### src/rtl/mm_skew_feeder.sv
// mm_skew_feeder: skews A-column / B-row k-slices onto the west and north edges of the mm PE array.
// Optional MM_FEED_ZERO_GATE_EN: lane data is forced to zero whenever its valid is low.
module mm_skew_feeder #(
    parameter int N  = 4,
    parameter int KW = 16
) (
    input  logic            clk,
    input  logic            rst_n,
    input  logic            start,
    input  logic [KW-1:0]   k_len,
    input  logic            in_valid,
    output logic            in_ready,
    input  logic [N*8-1:0]  row_vec,
    input  logic [N*8-1:0]  col_vec,
    output logic [N*8-1:0]  west_row,
    output logic [N-1:0]    west_valid,
    output logic [N*8-1:0]  north_col,
    output logic            flush,
    output logic            busy,
    output logic            done
);

    localparam int DRAIN_LEN = 2 * N - 1;
    localparam int DW        = $clog2(DRAIN_LEN + 1);

    typedef enum logic [2:0] {
        S_IDLE,
        S_FLUSH,
        S_STREAM,
        S_DRAIN,
        S_DONE
    } state_t;

    state_t        state_q;
    state_t        state_d;
    logic [KW-1:0] k_len_q;
    logic [KW-1:0] cnt_q;
    logic [DW-1:0] drain_q;
    logic          accept;
    logic          last_accept;
    logic          drain_end;
    logic [N-1:0]  lane_valid;

    assign accept      = in_valid && in_ready;
    assign last_accept = accept && ((cnt_q + KW'(1)) == k_len_q);
    assign drain_end   = (drain_q == DW'(DRAIN_LEN - 1));

    // NOTE: sequential state uses non-blocking assignments so every flop samples pre-edge values.
    always_ff @(posedge clk) begin
        if (!rst_n) begin
            state_q <= S_IDLE;
        end else begin
            state_q <= state_d;
        end
    end

    // NOTE: state_d gets a default before the case so no path leaves it unassigned (no latch).
    always_comb begin
        state_d = state_q;
        case (state_q)
            S_IDLE:   if (start) state_d = S_FLUSH;
            S_FLUSH:  state_d = (k_len_q != '0) ? S_STREAM : S_DONE;
            S_STREAM: if (last_accept) state_d = S_DRAIN;
            S_DRAIN:  if (drain_end) state_d = S_DONE;
            S_DONE:   state_d = S_IDLE;
            default:  state_d = S_IDLE;
        endcase
    end

    always_comb begin
        in_ready   = 1'b0;
        flush      = 1'b0;
        busy       = 1'b1;
        done       = 1'b0;
        west_valid = lane_valid;
        case (state_q)
            S_IDLE:   busy = 1'b0;
            S_FLUSH: begin
                flush      = 1'b1;
                west_valid = '0;
            end
            S_STREAM: in_ready = (cnt_q < k_len_q);
            S_DONE:   done = 1'b1;
            default:  ;
        endcase
    end

    // Tile depth is captured only from IDLE, so a start mid-tile cannot alter it.
    always_ff @(posedge clk) begin
        if (!rst_n) begin
            k_len_q <= '0;
            cnt_q   <= '0;
            drain_q <= '0;
        end else begin
            if ((state_q == S_IDLE) && start) begin
                k_len_q <= k_len;
                cnt_q   <= '0;
            end else if (accept) begin
                cnt_q <= cnt_q + KW'(1);
            end
            drain_q <= (state_q == S_DRAIN) ? drain_q + DW'(1) : '0;
        end
    end

    // Lane i is an (i+1)-deep chain; row lane i and col lane i share timing, hence one valid chain.
    for (genvar i = 0; i < N; i++) begin : g_lane
        logic [7:0] row_q [i+1];
        logic [7:0] col_q [i+1];
        logic [i:0] vld_q;
        logic [7:0] row_in;
        logic [7:0] col_in;

`ifdef MM_FEED_ZERO_GATE_EN
        assign row_in = accept ? row_vec[8*i +: 8] : 8'd0;
        assign col_in = accept ? col_vec[8*i +: 8] : 8'd0;
`else
        assign row_in = accept ? row_vec[8*i +: 8] : row_q[0];
        assign col_in = accept ? col_vec[8*i +: 8] : col_q[0];
`endif

        // NOTE: these are flop chains, not RAM, so the data stages are reset alongside the valids.
        always_ff @(posedge clk) begin
            if (!rst_n) begin
                vld_q <= '0;
                for (int d = 0; d <= i; d++) begin
                    row_q[d] <= '0;
                    col_q[d] <= '0;
                end
            end else begin
                vld_q[0] <= accept;
                row_q[0] <= row_in;
                col_q[0] <= col_in;
                for (int d = 1; d <= i; d++) begin
                    vld_q[d] <= vld_q[d-1];
                    row_q[d] <= row_q[d-1];
                    col_q[d] <= col_q[d-1];
                end
            end
        end

        assign lane_valid[i] = vld_q[i];

`ifdef MM_FEED_ZERO_GATE_EN
        assign west_row[8*i +: 8]  = vld_q[i] ? row_q[i] : 8'd0;
        assign north_col[8*i +: 8] = vld_q[i] ? col_q[i] : 8'd0;
`else
        assign west_row[8*i +: 8]  = row_q[i];
        assign north_col[8*i +: 8] = col_q[i];
`endif
    end

endmodule

### config.mk
export PLATFORM = sky130hd
export DESIGN_NAME = mm_skew_feeder
export DESIGN_NICKNAME = d
export VERILOG_FILES = /design/src/rtl/mm_skew_feeder.sv
export SDC_FILE = /design/constraint.sdc
export NUM_CORES = 1
export LEC_CHECK = 0
export CORE_MARGIN = 1
export CORE_UTILIZATION = 35
export CTS_CLUSTER_DIAMETER = 200
export DETAILED_ROUTE_END_ITERATION = 10
export PLACE_DENSITY = 0.64
export SLEW_MARGIN = 10
export SYNTH_ARGS = -nofsm -noshare
export SYNTH_HDL_FRONTEND = slang
export SYNTH_SLANG_ARGS = --single-unit
export TNS_END_PERCENT = 10
### constraint.sdc
create_clock -name clk -period 5.1 [get_ports clk]
set_input_delay 1.02 -clock clk [delete_from_list [all_inputs] [get_ports clk]]
set_output_delay 1.02 -clock clk [all_outputs]
set_load 0.005 [all_outputs]
==> results of run 1 <==
==> through the flow <==
step	worst slack, ns	hold WS, ns	total power (µW)	area [µm²]	std cells
after floorplan	2.32	0.412	2070	7840	849
after global placement	1.90	0.414	2300	9320	1205
after detailed placement	1.84	0.417	2310	9320	1205
after CTS	1.38	0.431	3940	10100	1244
after global routing	1.26	0.440	4080	10100	1244
final	1.41	0.430	3880	10100	1244
==> area by class of cell <==
cell class,count,area share
Tap cell,280,0.0348
Clock buffer,29,0.0593
Multi-Input combinational cell,540,0.322
Timing Repair Buffer,162,0.159
Sequential cell,202,0.402
Clock inverter,10,0.0143
Inverter,21,0.00784
==> power by group through the flow <==
stage                     clock network, µW  logic, µW  registers, µW
final                                  1610        530           1740
after global routing                   1730        598           1750
after CTS                              1660        539           1740
after detailed placement                  0        536           1770
after global placement                    0        532           1770
after floorplan                           0        321           1750
==> layer usage <==
metal | track usage | wire [µm] | vias to the layer above
li1 | - | - | 2922
met1 | 0.187 | 7470 | 2507
met2 | 0.235 | 7450 | 139
met3 | 0.0419 | 1160 | 29
met4 | 0.0500 | 440 | 0
met5 | 0 | 0 | -
==> synthesized netlist by cell type (2+ instances only) <==
library cell and instances:
inv_1 21, a31oi_1 2, and2_1 104, xor2_1 7, o211ai_1 2, nor3b_1 3
nand2b_1 3, mux2i_1 2, a21oi_1 14, a21boi_0 80, nor2b_1 6, nand2_1 179
buf_4 40, clkbuf_1 36, xnor2_1 23, o31ai_1 3, buf_1 4, nor3_1 9
a211oi_1 3, or3_1 3, and3_1 4, nor2_1 22, buf_2 6, or4_1 4
nor4_1 10, o21ai_0 7, nand3_1 6, a21o_1 2, nand4_1 3, ha_1 19
dfxtp_1 202
==> sequential cells by signal (all words and copies together), names as in the netlist <==
register      cells
cnt_q            16
g_lane.vld_q      4
drain_q           3
g_lane.col_q     80
g_lane.row_q     80
k_len_q          16
state_q           3
==> cell families after synthesis <==
kind of cell	after synthesis	share of synthesized area
fa+ha+maj	19	0.0303
simple gates	366	0.233
buf+inv	107	0.0714
flops	202	0.516
compound gates	123	0.113
mux	2	0.00255
xor+xnor	30	0.0335
==> path summary, 6_finish.rpt <==
check                                         endpoint  slack (ns)
worst max-delay path                          in_ready        1.41
worst min-delay path            g_lane[2].col_q[0][22]        0.43
worst max register to register                cnt_q[6]        1.86
worst min register to register  g_lane[2].col_q[0][22]        0.43
==> results.sh, run 1 <==
export IMPL_outcome="finished clean"
export IMPL_cts_repair_resized=0
export IMPL_grt_max_degree=116
export IMPL_rsz0062_at_grt="false"
export IMPL_grt_pass1_vias=5314
export IMPL_setup_worst_path_start="cnt_q[9]"
export IMPL_via_count=5597
export IMPL_syn_nets=952
export IMPL_clk_latency_ns=0.50
export IMPL_slew_headroom=0.441
export IMPL_p_seq_frac=0.448
export IMPL_dpl_hpwl_um=11000
export IMPL_ctsHoldBuffers=0
export IMPL_yosys_top_cells_area="dfxtp_1, nand2_1, and2_1"
export IMPL_power_density_nw_per_um2=386
export IMPL_tightest_slew_ns=0.839
export IMPL_max_cap_viol_count=0
export IMPL_postRouteAntennaNets=0
export IMPL_crit_arrival_ns=2.67
export IMPL_grt_pass1_wl_um=26900
export IMPL_switching_share=0.253
export IMPL_drive_above_1_share=0.0529
export IMPL_startpoint_type="flop"
export IMPL_syn_inst=849
export IMPL_min_period_over_period=0.723
export IMPL_peakVddDrop_v=0.000260
export IMPL_final_common_cell="dfxtp_1"
export IMPL_drt_iter0_drc=194
export IMPL_synth_area_um2=7840
export IMPL_slowest_delay_ns=0.50
export IMPL_drt_pass1_iterations=4
export IMPL_portBuffers=155
export IMPL_post_cts_buffers=0
export IMPL_route_detailed_drc=0
export IMPL_synth_top_area_frac=0.516
export IMPL_ys_types=51
export IMPL_critPathRequiredTime_ns=4.08
export IMPL_fp_dieW_um=152
export IMPL_place_congestion=0.898
export IMPL_wl_um=16500
export IMPL_p_int_uw=2900
export IMPL_antenna_found_initial=0
export IMPL_fillers=2142
export IMPL_cts_tree="yes"
export IMPL_clockBufferDepth=3
export IMPL_rows=54
export IMPL_finalSetupViolCount=0
export IMPL_setup_tns_ns=0
export IMPL_area_growth_synth_to_final_pct=28.3
export IMPL_avgSynthCellArea_um2=9.23
export IMPL_path_clk_slew_ns=0.06
export IMPL_initial_core_util=0.358
export IMPL_ys_warnings_count=0
export IMPL_multi_input_area_um2=3240
export IMPL_layout_min_cycle_time_ns=3.69
export IMPL_fmax_ghz=0.271
export IMPL_fin_util=0.459
export IMPL_synth_ff_type="dfxtp_1"
export IMPL_vias_per_cell=4.50
export IMPL_critPathTopFamily="buffers and inverters"
export IMPL_cp_end_kind="primary output"
export IMPL_reg2regPathDepth=10
export IMPL_ios=156
export IMPL_post_drt_wl_per_cell_um=13.3
export IMPL_dieHeight_um=152
export IMPL_crit_top_cell="a31oi_1"
export IMPL_hold_viol_final=0
export IMPL_die_area_um2=23000
export IMPL_nets=1052
export IMPL_crit_type="reg2out"
export IMPL_cts_root_buf="clkbuf_16"
export IMPL_p_comb_frac=0.136
export IMPL_min_path_type="reg2reg"
export IMPL_clkPwrFrac=0.416
export IMPL_crit_cells=8
export IMPL_path_cells="ha_1, a21o_1, a31oi_1, a211o_1, a31oi_1, buf_4, nor2_1, clkdlybuf4s50_1"
export IMPL_synth_top_area_cell="dfxtp_1"
export IMPL_groute_usage_overall=0.146
export IMPL_synth_seq_cells=202
export IMPL_final_cell_mix="dfxtp_1, nand2_1, clkdlybuf4s50_1"
export IMPL_synth_seq_area_share=0.516
export IMPL_clock_sinks=202
export IMPL_p_sw_uw=981
export IMPL_worstReg2RegStart="cnt_q[9]"
export IMPL_hold_depth=1
export IMPL_slowest_stage="clkdlybuf4s50_1"
export IMPL_slew_viol_final=0
export IMPL_synth_edf_count=0
export IMPL_hold_start="g_lane[2].col_q[0][14]"
export IMPL_p_leak_uw=0.00368
export IMPL_final_setup_skew_ns=0.00550
export IMPL_critPathMaxFanout=13
export IMPL_async_reset_ff_frac=0
export IMPL_path_buf_inv=2
export IMPL_regArea_um2=4040
export IMPL_coreArea_um2=21900
export IMPL_n_antenna_cell=0
export IMPL_numCtsBuffers=22
export IMPL_cts_max_level=1
export IMPL_grt_ovfl_total=0
No activity file was read; power rests on OpenSTA's default activity.
==> inputs of run 2 (changes only) <==
==> constraint.sdc (replaced) <==
create_clock -name clk -period 3.6 [get_ports clk]
set_input_delay 0.72 -clock clk [delete_from_list [all_inputs] [get_ports clk]]
set_output_delay 0.72 -clock clk [all_outputs]
set_load 0.005 [all_outputs]
==> results.sh, run 2 (synthesis gave the netlist of run 1 again) <==
export IMPL_coreArea_um2=21900
export IMPL_place_worst_setup_slack_ns=0.683
export IMPL_rrSetupSlack_ns=0.72
export IMPL_clock_sinks=202
export IMPL_clockBufferDepth=3
export IMPL_dieHeight_um=152
export IMPL_slowest_delay_ns=0.44
export IMPL_layout_min_cycle_time_ns=3.35
export IMPL_n_antenna_cell=0
export IMPL_route_detailed_drc=0
export IMPL_hold_depth=1
export IMPL_setup_tns_ns=0
export IMPL_p_int_uw=4170
export IMPL_numCtsBuffers=23
export IMPL_final_common_cell="dfxtp_1"
export IMPL_cts_root_buf="clkbuf_16"
export IMPL_nets=1057
export IMPL_cts_max_level=1
export IMPL_max_cap_viol_count=0
export IMPL_grt_pass1_vias=5145
export IMPL_place_congestion=0.872
export IMPL_p_sw_uw=1410
export IMPL_clk_latency_ns=0.51
export IMPL_fmax_ghz=0.299
export IMPL_post_drt_wl_per_cell_um=13.1
export IMPL_portBuffers=155
export IMPL_stdcell_count=1249
export IMPL_min_path_type="reg2reg"
export IMPL_postRouteAntennaNets=0
export IMPL_outcome="finished clean"
export IMPL_drt_iter0_drc=239
export IMPL_grt_max_degree=123
export IMPL_critPathRequiredTime_ns=2.88
export IMPL_crit_type="reg2out"
export IMPL_initial_core_util=0.358
export IMPL_clkPwrFrac=0.417
export IMPL_cts_tree="yes"
export IMPL_path_buf_inv=3
export IMPL_rsz0062_at_grt="false"
export IMPL_power_density_nw_per_um2=550
export IMPL_hold_start="g_lane[3].col_q[0][10]"
export IMPL_path_clk_slew_ns=0.06
export IMPL_crit_arrival_ns=2.63
export IMPL_vias_per_cell=4.52
export IMPL_p_comb_frac=0.141
export IMPL_top_regs="g_lane.col_q x80, g_lane.row_q x80"
export IMPL_ios=156
export IMPL_slew_viol_final=0
export IMPL_worstReg2RegEnd="cnt_q[6]"
export IMPL_finalSetupViolCount=0
export IMPL_final_cell_mix="dfxtp_1, nand2_1, clkdlybuf4s50_1"
export IMPL_reg2regPathDepth=10
export IMPL_grt_ovfl_total=0
export IMPL_die_area_um2=23000
export IMPL_slew_headroom=0.548
export IMPL_switching_share=0.252
export IMPL_groute_usage_overall=0.145
export IMPL_slowest_stage="clkdlybuf4s50_1"
export IMPL_peakVddDrop_v=0.000327
export IMPL_fin_ws_ns=0.254
export IMPL_rows=54
export IMPL_cp_end_kind="primary output"
export IMPL_p_seq_frac=0.442
export IMPL_p_leak_uw=0.00371
export IMPL_wl_um=16400
export IMPL_final_setup_skew_ns=0.0117
export IMPL_fp_dieW_um=152
export IMPL_via_count=5640
export IMPL_drt_pass1_iterations=4
export IMPL_hold_end="g_lane[3].col_q[0][18]"
export IMPL_worstReg2RegStart="k_len_q[15]"
export IMPL_startpoint_type="flop"
export IMPL_dpl_hpwl_um=10900
export IMPL_hold_viol_final=0
export IMPL_drive_above_1_share=0.0599
export IMPL_critPathTopFamily="buffers and inverters"
export IMPL_antenna_found_initial=0
export IMPL_tightest_slew_ns=0.677
export IMPL_path_cells="inv_1, ha_1, and3_1, o21ai_0, a211o_1, a31oi_1, buf_4, nor2_1, clkdlybuf4s50_1"
export IMPL_min_period_over_period=0.929
export IMPL_area_growth_synth_to_final_pct=29.4
export IMPL_place_inst=1206
export IMPL_grt_pass1_wl_um=26400
export IMPL_critPathMaxFanout=8
run 2: cell types whose count changed in the layout (fill, tap and decap cells not counted):
cell and delta:
clkinvlp_4 +1, inv_16 +1, clkbuf_1 +1, dfxtp_2 +2, dfxtp_1 -2, clkbuf_16 +1, a31oi_2 +1, buf_12 +2
clkinv_2 -1, clkinv_8 -1, a31oi_1 -1, clkbuf_8 -1, buf_4 +2
run 2: cell type report:
class,count,area (µm²)
Fill cell,2162,11700
Sequential cell,202,4050
Multi-Input combinational cell,540,3250
Timing Repair Buffer,166,1660
Clock buffer,30,612
Tap cell,280,350
Clock inverter,10,150
Inverter,21,78.8
run 2: power by group through the flow:
stage	clock [µW]	combinational (µW)	sequential, µW
6_report	2330	785	2460
5_1_grt	2520	881	2480
4_1_cts	2410	782	2460
3_5_place_dp	0	776	2510
3_3_place_gp	0	771	2510
2_1_floorplan	0	455	2480
run 2: timing repair:
action | 4_1_cts | 5_1_grt
gates resized for setup | 0 | 3
setup endpoints to repair | 0 | 1
hold endpoints to repair | 0 | 0
buffers inserted | 0 | 3
hold buffers | 0 | 0
run 2: worst max-delay path by stage:
stage,startpoint,slack (ns),to,cells past startpoint
global route,k_len_q[2],0.06,in_ready,9
global placement,cnt_q[2],0.75,in_ready,8
CTS,cnt_q[9],0.18,in_ready,8
finish,k_len_q[10],0.25,in_ready,9
detailed placement,k_len_q[10],0.68,g_lane[1].row_q[0][4],12
floorplan,k_len_q[10],1.06,g_lane[3].col_q[0][6],12
run 2: metal layers:
layer,track usage,vias to the layer above,part of all wire
met5,0,-,0
met4,0.0436,0,0.021
met3,0.0386,24,0.068
met2,0.229,136,0.45
met1,0.192,2548,0.46
li1,-,2932,-
run 2: through the flow:
step	power (µW)	utilization	instance area (µm²)	hold WS (ns)
after global routing	5880	0.463	10100	0.438
after global placement	3280	0.427	9350	0.413
final	5580	0.463	10100	0.430
after CTS	5650	0.462	10100	0.431
after floorplan	2930	-	7840	0.412
after detailed placement	3290	0.427	9350	0.417
==> inputs of run 3 (changes only) <==
--- a/config.mk
+++ b/config.mk
@@ -9,7 +9,8 @@
 export CORE_UTILIZATION = 35
 export CTS_CLUSTER_DIAMETER = 200
 export DETAILED_ROUTE_END_ITERATION = 10
-export PLACE_DENSITY = 0.64
+export DONT_BUFFER_PORTS = 1
+export PLACE_DENSITY = 0.55
 export SLEW_MARGIN = 10
 export SYNTH_ARGS = -nofsm -noshare
 export SYNTH_HDL_FRONTEND = slang
==> results.sh, run 3 (synthesis gave the netlist of run 1 again) <==
export IMPL_outcome="finished clean"
export IMPL_portBuffers=0
export IMPL_post_drt_wl_per_cell_um=14.8
export IMPL_coreArea_um2=21900
export IMPL_final_area_um2=8560
export IMPL_final_common_cell="dfxtp_1"
export IMPL_peakVddDrop_v=0.000354
export IMPL_rows=54
export IMPL_top_regs="g_lane.col_q x80, g_lane.row_q x80"
export IMPL_die_area_um2=23000
export IMPL_area_growth_synth_to_final_pct=9.16
export IMPL_grt_pass1_vias=4871
export IMPL_drt_pass1_iterations=4
export IMPL_wl_um=16200
export IMPL_min_path_type="in2reg"
export IMPL_slew_headroom=0.421
export IMPL_power_density_nw_per_um2=614
export IMPL_min_period_over_period=0.825
export IMPL_ctsHoldBuffers=0
export IMPL_place_congestion=0.855
export IMPL_grt_pass1_wl_um=25200
export IMPL_postRouteAntennaNets=0
export IMPL_drive_above_1_share=0.0665
export IMPL_fmax_ghz=0.337
export IMPL_cp_end_kind="primary output"
export IMPL_rsz0062_at_grt="false"
export IMPL_final_cell_mix="dfxtp_1, nand2_1, and2_1"
export IMPL_clk_latency_ns=0.50
export IMPL_fillers=2223
export IMPL_max_cap_viol_count=0
export IMPL_ios=156
export IMPL_crit_arrival_ns=2.25
export IMPL_finalPower_uw=5250
export IMPL_cts_root_buf="clkbuf_16"
export IMPL_p_leak_uw=0.00314
export IMPL_post_cts_buffers=0
export IMPL_finalSetupViolCount=0
export IMPL_drt_iter0_drc=242
export IMPL_fp_dieW_um=152
export IMPL_vias_per_cell=4.68
export IMPL_route_detailed_drc=0
export IMPL_slew_viol_final=0
export IMPL_dpl_hpwl_um=10700
export IMPL_tightest_slew_ns=0.867
export IMPL_clock_sinks=202
export IMPL_crit_type="reg2out"
export IMPL_slowest_stage="dfxtp_1"
export IMPL_via_count=5119
export IMPL_dpl_cell_area_um2=7840
export IMPL_hold_viol_final=0
export IMPL_slowest_delay_ns=0.42
export IMPL_initial_core_util=0.358
export IMPL_path_cells="inv_1, ha_1, and3_1, o21ai_0, a211o_1, a31oi_1, buf_4, nor2_1"
export IMPL_numCtsBuffers=23
export IMPL_rrSetupSlack_ns=0.67
export IMPL_critPathRequiredTime_ns=2.88
export IMPL_cts_max_level=1
export IMPL_groute_usage_overall=0.139
export IMPL_setup_tns_ns=0
export IMPL_startpoint_type="flop"
export IMPL_antenna_found_initial=2
export IMPL_path_clk_slew_ns=0.06
export IMPL_cts_repair_resized=0
export IMPL_dieHeight_um=152
export IMPL_critPathMaxFanout=13
export IMPL_cts_tree="yes"
export IMPL_final_setup_skew_ns=0.0110
export IMPL_grt_ovfl_total=0
export IMPL_grt_max_degree=184
export IMPL_nets=902
export IMPL_layout_min_cycle_time_ns=2.97
export IMPL_clockBufferDepth=3
[run 3: layer usage]
metal	up-vias	global-route usage	wire length, µm
met5	-	0	0
li1	2614	-	-
met3	30	0.0542	1500
met2	165	0.215	7000
met1	2310	0.175	7230
met4	0	0.0505	469
[run 3: critical path, delay by kind of cell (launching register included)]
kind                     cells  cell delay (ns)
adder cells (fa/ha/maj)      1             0.28
buffers and inverters        2             0.34
AO/OA/AOI/OAI                3             0.49
flip-flops                   1             0.42
AND/OR/NAND/NOR              2             0.23
[run 3: cell type report]
cell class	count	area, µm²	share of cell area
clock buffers	31	646	0.0755
clock inverters	7	72.6	0.00848
flip-flops and latches	202	4040	0.473
inverters	21	78.8	0.00921
multi-input cells	540	3240	0.379
well taps	280	350	0.0409
repair buffers	11	120	0.0140
diodes	1	2.50	0.000292
[run 3: path summary, 6_finish.rpt]
kind | start | end | depth (start not counted)
max | k_len_q[8] | in_ready | 8
min | k_len[0] | k_len_q[0] | 2
max reg2reg | cnt_q[2] | cnt_q[6] | 10
min reg2reg | g_lane[2].row_q[0][8] | g_lane[2].row_q[0][16] | 1
[run 3: metrics by stage]
stage,instances,util,hold WS (ns),setup WS (ns)
6_report,1093,0.391,0.361,0.629
5_1_grt,1092,0.391,0.340,0.457
4_1_cts,1092,0.391,0.334,0.606
3_5_place_dp,1054,0.358,0.417,0.697
3_3_place_gp,1054,0.358,0.414,0.723
2_1_floorplan,849,-,0.412,1.06
[run 3: power breakdown]
part	total (µW)	leakage [µW]	switching [µW]	internal (µW)
logic	574	0.00116	354	221
clock network	2210	0.000348	884	1320
registers	2470	0.00163	99.8	2370
==> edit 1, RTL diff (config.mk and constraints of run 3) <==
`KW`: 16 -> 15.
--- a/src/rtl/mm_skew_feeder.sv
+++ b/src/rtl/mm_skew_feeder.sv
@@ -3,5 +3,5 @@
 module mm_skew_feeder #(
     parameter int N  = 4,
-    parameter int KW = 16
+    parameter int KW = 15
 ) (
     input  logic            clk,
Interface: changed (resized k_len); port bits go from 156 to 155. No check against the original RTL was run, so the function may have changed too.
==> edit 1 against run 3 <==
Cell area shrank 3.3%; non-clock buffer count fell by 3; worst setup slack got worse by 0.30 ns; maximum frequency fell by 9.2%; sequential share of layout area up 1.1 points; area after synthesis is 0.65% lower; register-to-register slack better by 0.23 ns; wire length shrank 3.8%; sequential cell count decreased by 2; total power shrank 14%; critical path depth unchanged; critical endpoint unchanged.
==> edit 1: results (changes against run 3) <==
- Area contributors post-synth: dfxtp_1 (51%), nand2_1 (8.3%), and2_1 (8.1%)
- Post-CTS Setup Bufs: 0 (unchanged)
- Layout cells sized above 1: 0.0635 (-0.00305)
- Cts bufs inserted: 17 (-26%)
- CP Data Arrival Time: 2.55 ns (+0.30 ns)
- First-pass GRT wire length: 24200 um (-3.9%)
- HPWL Detailed: 10300 um (-3.6%)
- Clock-pin slew on the worst setup and hold paths: 0.08 ns (+0.02 ns)
- Clock Latency Late Sink: 0.44 ns (-0.06 ns)
- # H-tree levels: 4 (+3)
- Antenna violations before repair: 0 (-2)
- Net Sw Power: 1190 uW (-11%)
- Least-Margin Pin Slew: 0.833 ns (-0.0343 ns)
- TritonRoute pass-1 iters: 4 (unchanged)
- Type of the worst min-delay path: in -> reg
- Post-synth top cells: dfxtp_1 (200), nand2_1 (172), and2_1 (101), a21boi_1 (65), buf_4 (45)
- DR iter-0 viols: 256 (+5.8%)
- Largest net degree at the start of global routing: 182 (-1.1%)
- Final net count: 876 (-2.9%)
- WL per Instance: 14.6 um (-1.5%)
- GRT Resource Usage Total: 0.140 (+0.000690)
- P_leak: 0.00310 uW (-1.3%)
- Synth cell types: 47 (-7.8%)
- DR vias: 4911 (-4.1%)
- Asr flop ratio synth: 0 (unchanged)
- Global placer's final weighted congestion: 0.876 (+2.4%)
- Clock Tree Root: clkbuf_16
- Status: completed
- Mapped Nets: 937 (-1.6%)
- Clock buffer depth: 2 (-1)
- Sequential fraction of the synthesis area: 0.514 (-0.00174)
- Final Skew: 0.0184 ns (+0.00743 ns)
- Post_cts resized: 0 (unchanged)
- Vias in the first global route: 4446 (-8.7%)
- Top flop regs: g_lane.col_q (80), g_lane.row_q (80)
- IO Port Bufs: 0 (unchanged)
- ANT cells: 0 (-1)
- CP max FO: 10 (-3)
- Warnings from Yosys: 0 (unchanged)
- Worst VDD drop: 298 uV (-16%)
edit 1: changes by cell type in the layout (fill, tap and decap cells not counted), sizes merged, moves of 4 or more:
| cell | delta |
|---|---|
| clkbuf | -12 |
| inv | +5 |
| nand2 | -7 |
| nand3 | +8 |
| nand3b | +4 |
| nand4 | +4 |
| nor3 | -4 |
| nor4 | -4 |
| or4 | -4 |
| xnor2 | -8 |
| xor2 | +10 |
edit 1: logic make-up (layout without fill, tap and decap cells):
kind of cell / after synthesis / count (layout) / share of synthesized area
AOI/OAI and AO/OA: 116 / 116 / 0.111
adders and majority gates: 18 / 18 / 0.0289
DFF: 200 / 200 / 0.514
buffers and inverters: 109 / 61 / 0.0762
muxes: 1 / 1 / 0.00129
and+or+nand+nor: 360 / 360 / 0.232
xor gates and xnor gates: 32 / 32 / 0.0360
edit 1: power by group through the flow:
stage	logic (uW)	clock network, uW	registers, uW
floorplan	299	0	2370
global placement	348	0	2400
detailed placement	349	0	2400
CTS	350	1910	2350
global route	389	1990	2360
finish	344	1840	2350
edit 1: worst max-delay path, stage by stage, from the launching register on:
cell and delay, ns:
dfxtp_1 0.59, ha_1 0.33, a21oi_1 0.16, a21oi_1 0.09
o211ai_1 0.22, inv_1 0.06, a2111oi_0 0.39, buf_4 0.19
buf_4 0.10
edit 1: layout make-up:
cell class                 count  area [um^2]
clock buffer                  19          433
clock inverter                13          130
fill                        2202        13500
inverter                      21         78.8
multi-input combinational    527         3190
sequential                   200         4000
tap                          280          350
timing repair buffer           8         85.1
edit 1: metal layers:
metal	vias up	GRT usage	wire [um]
li1	2532	-	-
met4	0	0.0590	242
met1	2238	0.186	7560
met3	16	0.0395	903
met5	-	0	0
met2	125	0.211	6890
edit 1: worst paths after layout:
check,startpoint,end,slack [ns],cells past startpoint
setup / recovery,cnt_q[2]$_SDFFE_PP0P_,in_ready,0.33,8
hold / removal,col_vec[3],g_lane[0].col_q[0][3]$_SDFFE_PN0P_,0.41,2
setup reg to reg,cnt_q[2]$_SDFFE_PP0P_,g_lane[2].row_q[0][6]$_SDFFE_PN0P_,0.90,9
hold reg to reg,g_lane[3].col_q[0][13]$_SDFF_PN0_,g_lane[3].col_q[0][21]$_SDFF_PN0_,0.43,1
edit 1: through the flow:
stage | power (uW) | area, um^2 | hold slack, ns | instances | setup slack [ns]
4_1_cts | 4610 | 8270 | 0.393 | 1068 | 0.238
2_1_floorplan | 2670 | 7790 | 0.412 | 836 | 0.839
5_1_grt | 4740 | 8270 | 0.395 | 1068 | 0.0588
6_report | 4530 | 8270 | 0.411 | 1068 | 0.327
3_3_place_gp | 2750 | 7710 | 0.414 | 1036 | 0.738
3_5_place_dp | 2750 | 7710 | 0.417 | 1036 | 0.735
==> edit 2, RTL diff (flow settings as in run 3) <==
Without the edit above. Encoding of `state_t`: now one-hot (5 bits for 5 states).
--- a/src/rtl/mm_skew_feeder.sv
+++ b/src/rtl/mm_skew_feeder.sv
@@ -24,10 +24,10 @@
     localparam int DW        = $clog2(DRAIN_LEN + 1);
 
-    typedef enum logic [2:0] {
-        S_IDLE,
-        S_FLUSH,
-        S_STREAM,
-        S_DRAIN,
-        S_DONE
+    typedef enum logic [4:0] {
+        S_IDLE   = 5'b00001,
+        S_FLUSH  = 5'b00010,
+        S_STREAM = 5'b00100,
+        S_DRAIN  = 5'b01000,
+        S_DONE   = 5'b10000
     } state_t;
 
Formal check against the unedited RTL: same outputs for any inputs over 10 cycles, from zero or initial values and one cycle with rst_n low; not proved beyond that.
==> edit 2 against run 3 <==
Sequential cell count grew 2; worst setup slack got worse by 0.23 ns; largest cell class unchanged; wire length is 0.66% lower; critical path type unchanged; area after synthesis grew 2.7%; critical endpoint unchanged; cell area rose by 1.7%; hold slack got worse by 0.063 ns; the run now ends with DRC left.
Power is not compared: it rests on default switching activity, and its combinational part moved more than twofold at a synthesized area within 25%.
==> edit 2: results (changes against run 3) <==
- Placement Cell Area: 7980 um^2 (+1.8%)
- Worst Hold Path EP: state_q[0]$_SDFFE_PN1P_
- Met1 Resource Use GR: 0.191 (+0.0161)
- Met3 Use GR: 0.0307 (-0.0235)
- Slowest stage delay, CP: 0.40 ns (-0.02 ns)
- TritonRoute pass-1 iters: 9 (+5)
- Area share of fa/ha/maj cells after synthesis: 0.0295 (-0.000792)
- Synth cell types: 56 (+9.8%)
- Area contributors post-synth: dfxtp_1 (51%), nand2_1 (8.3%), and2_1 (8.2%)
- Multiplexer area fraction after synthesis: 0 (-0.00255)
- Mapped Nets: 971 (+2.0%)
- Largest net degree at the start of global routing: 188 (+2.2%)
- CP Data Arrival Time: 2.48 ns (+0.23 ns)
- Warnings from Yosys: 0 (unchanged)
- Fin worst setup slack: 0.397 ns (-0.232 ns)
- DR vias: 5159 (+0.78%)
- Hold_sp: rst_n
- Wire length on met3: 835 um (-44%)
- Least-Margin Pin Slew: 0.687 ns (-0.180 ns)
- R2r startpoint: cnt_q[13]$_SDFFE_PP0P_
- # DRC: 1 (+1)
- ANT cells: 0 (-1)
- R2R Path End: g_lane[1].col_q[0][3]$_SDFFE_PN0P_
- CP max FO: 6 (-7)
- Status: complete, but fails checks
- Post-synth top cells: dfxtp_1 (204), nand2_1 (177), and2_1 (105), a21boi_0 (80), buf_4 (40)
- Failing checks: DRC
- Mean Syn Cell Area: 9.27 um^2 (+0.43%)
- Final net count: 921 (+2.1%)
- Worst path slowest cell: dfxtp_1
- Vias in the first global route: 4891 (+0.41%)
- Layout cells sized above 1: 0.0756 (+0.00913)
- Met1 wire length: 7770 um (+7.4%)
- Met2 wire len: 7130 um (+1.8%)
- Global placer's final weighted congestion: 0.839 (-2.0%)
- DR iter-0 viols: 314 (+30%)
- Crit path from: k_len_q[9]$_SDFFE_PN0P_
- Finished Layout Cells: 1118 (+2.3%)
- Hold Path Depth: 1 (-1)
- Synth Area in XOR/XNOR: 0.0381 (+0.00457)
- HPWL Detailed: 10600 um (-0.33%)
- Sequential fraction of the synthesis area: 0.507 (-0.00850)
- Worst r2r path cells: 9 (-1)
[edit 2: changes by cell type in the layout (fill, tap and decap cells not counted), sizes merged, moves of 5 or more]
| cell | delta |
|---|---|
| nor3 | -5 |
| nand4 | +7 |
| xor2 | +12 |
| nand3 | +8 |
| nor4 | -5 |
| xnor2 | -7 |
| nor2 | +10 |
[edit 2: where the power goes]
part	internal (uW)	switching, uW
clock	1290	923
combinational	76.9	102
sequential	2280	26.6
total	3640	1050
[edit 2: final cells by class]
type / count / area (um^2)
Clock inverter: 9 / 72.6
Timing Repair Buffer: 10 / 75.1
Fill cell: 2257 / 13900
Inverter: 21 / 78.8
Sequential cell: 204 / 4080
Clock buffer: 31 / 656
Multi-Input combinational cell: 558 / 3380
Tap cell: 285 / 357
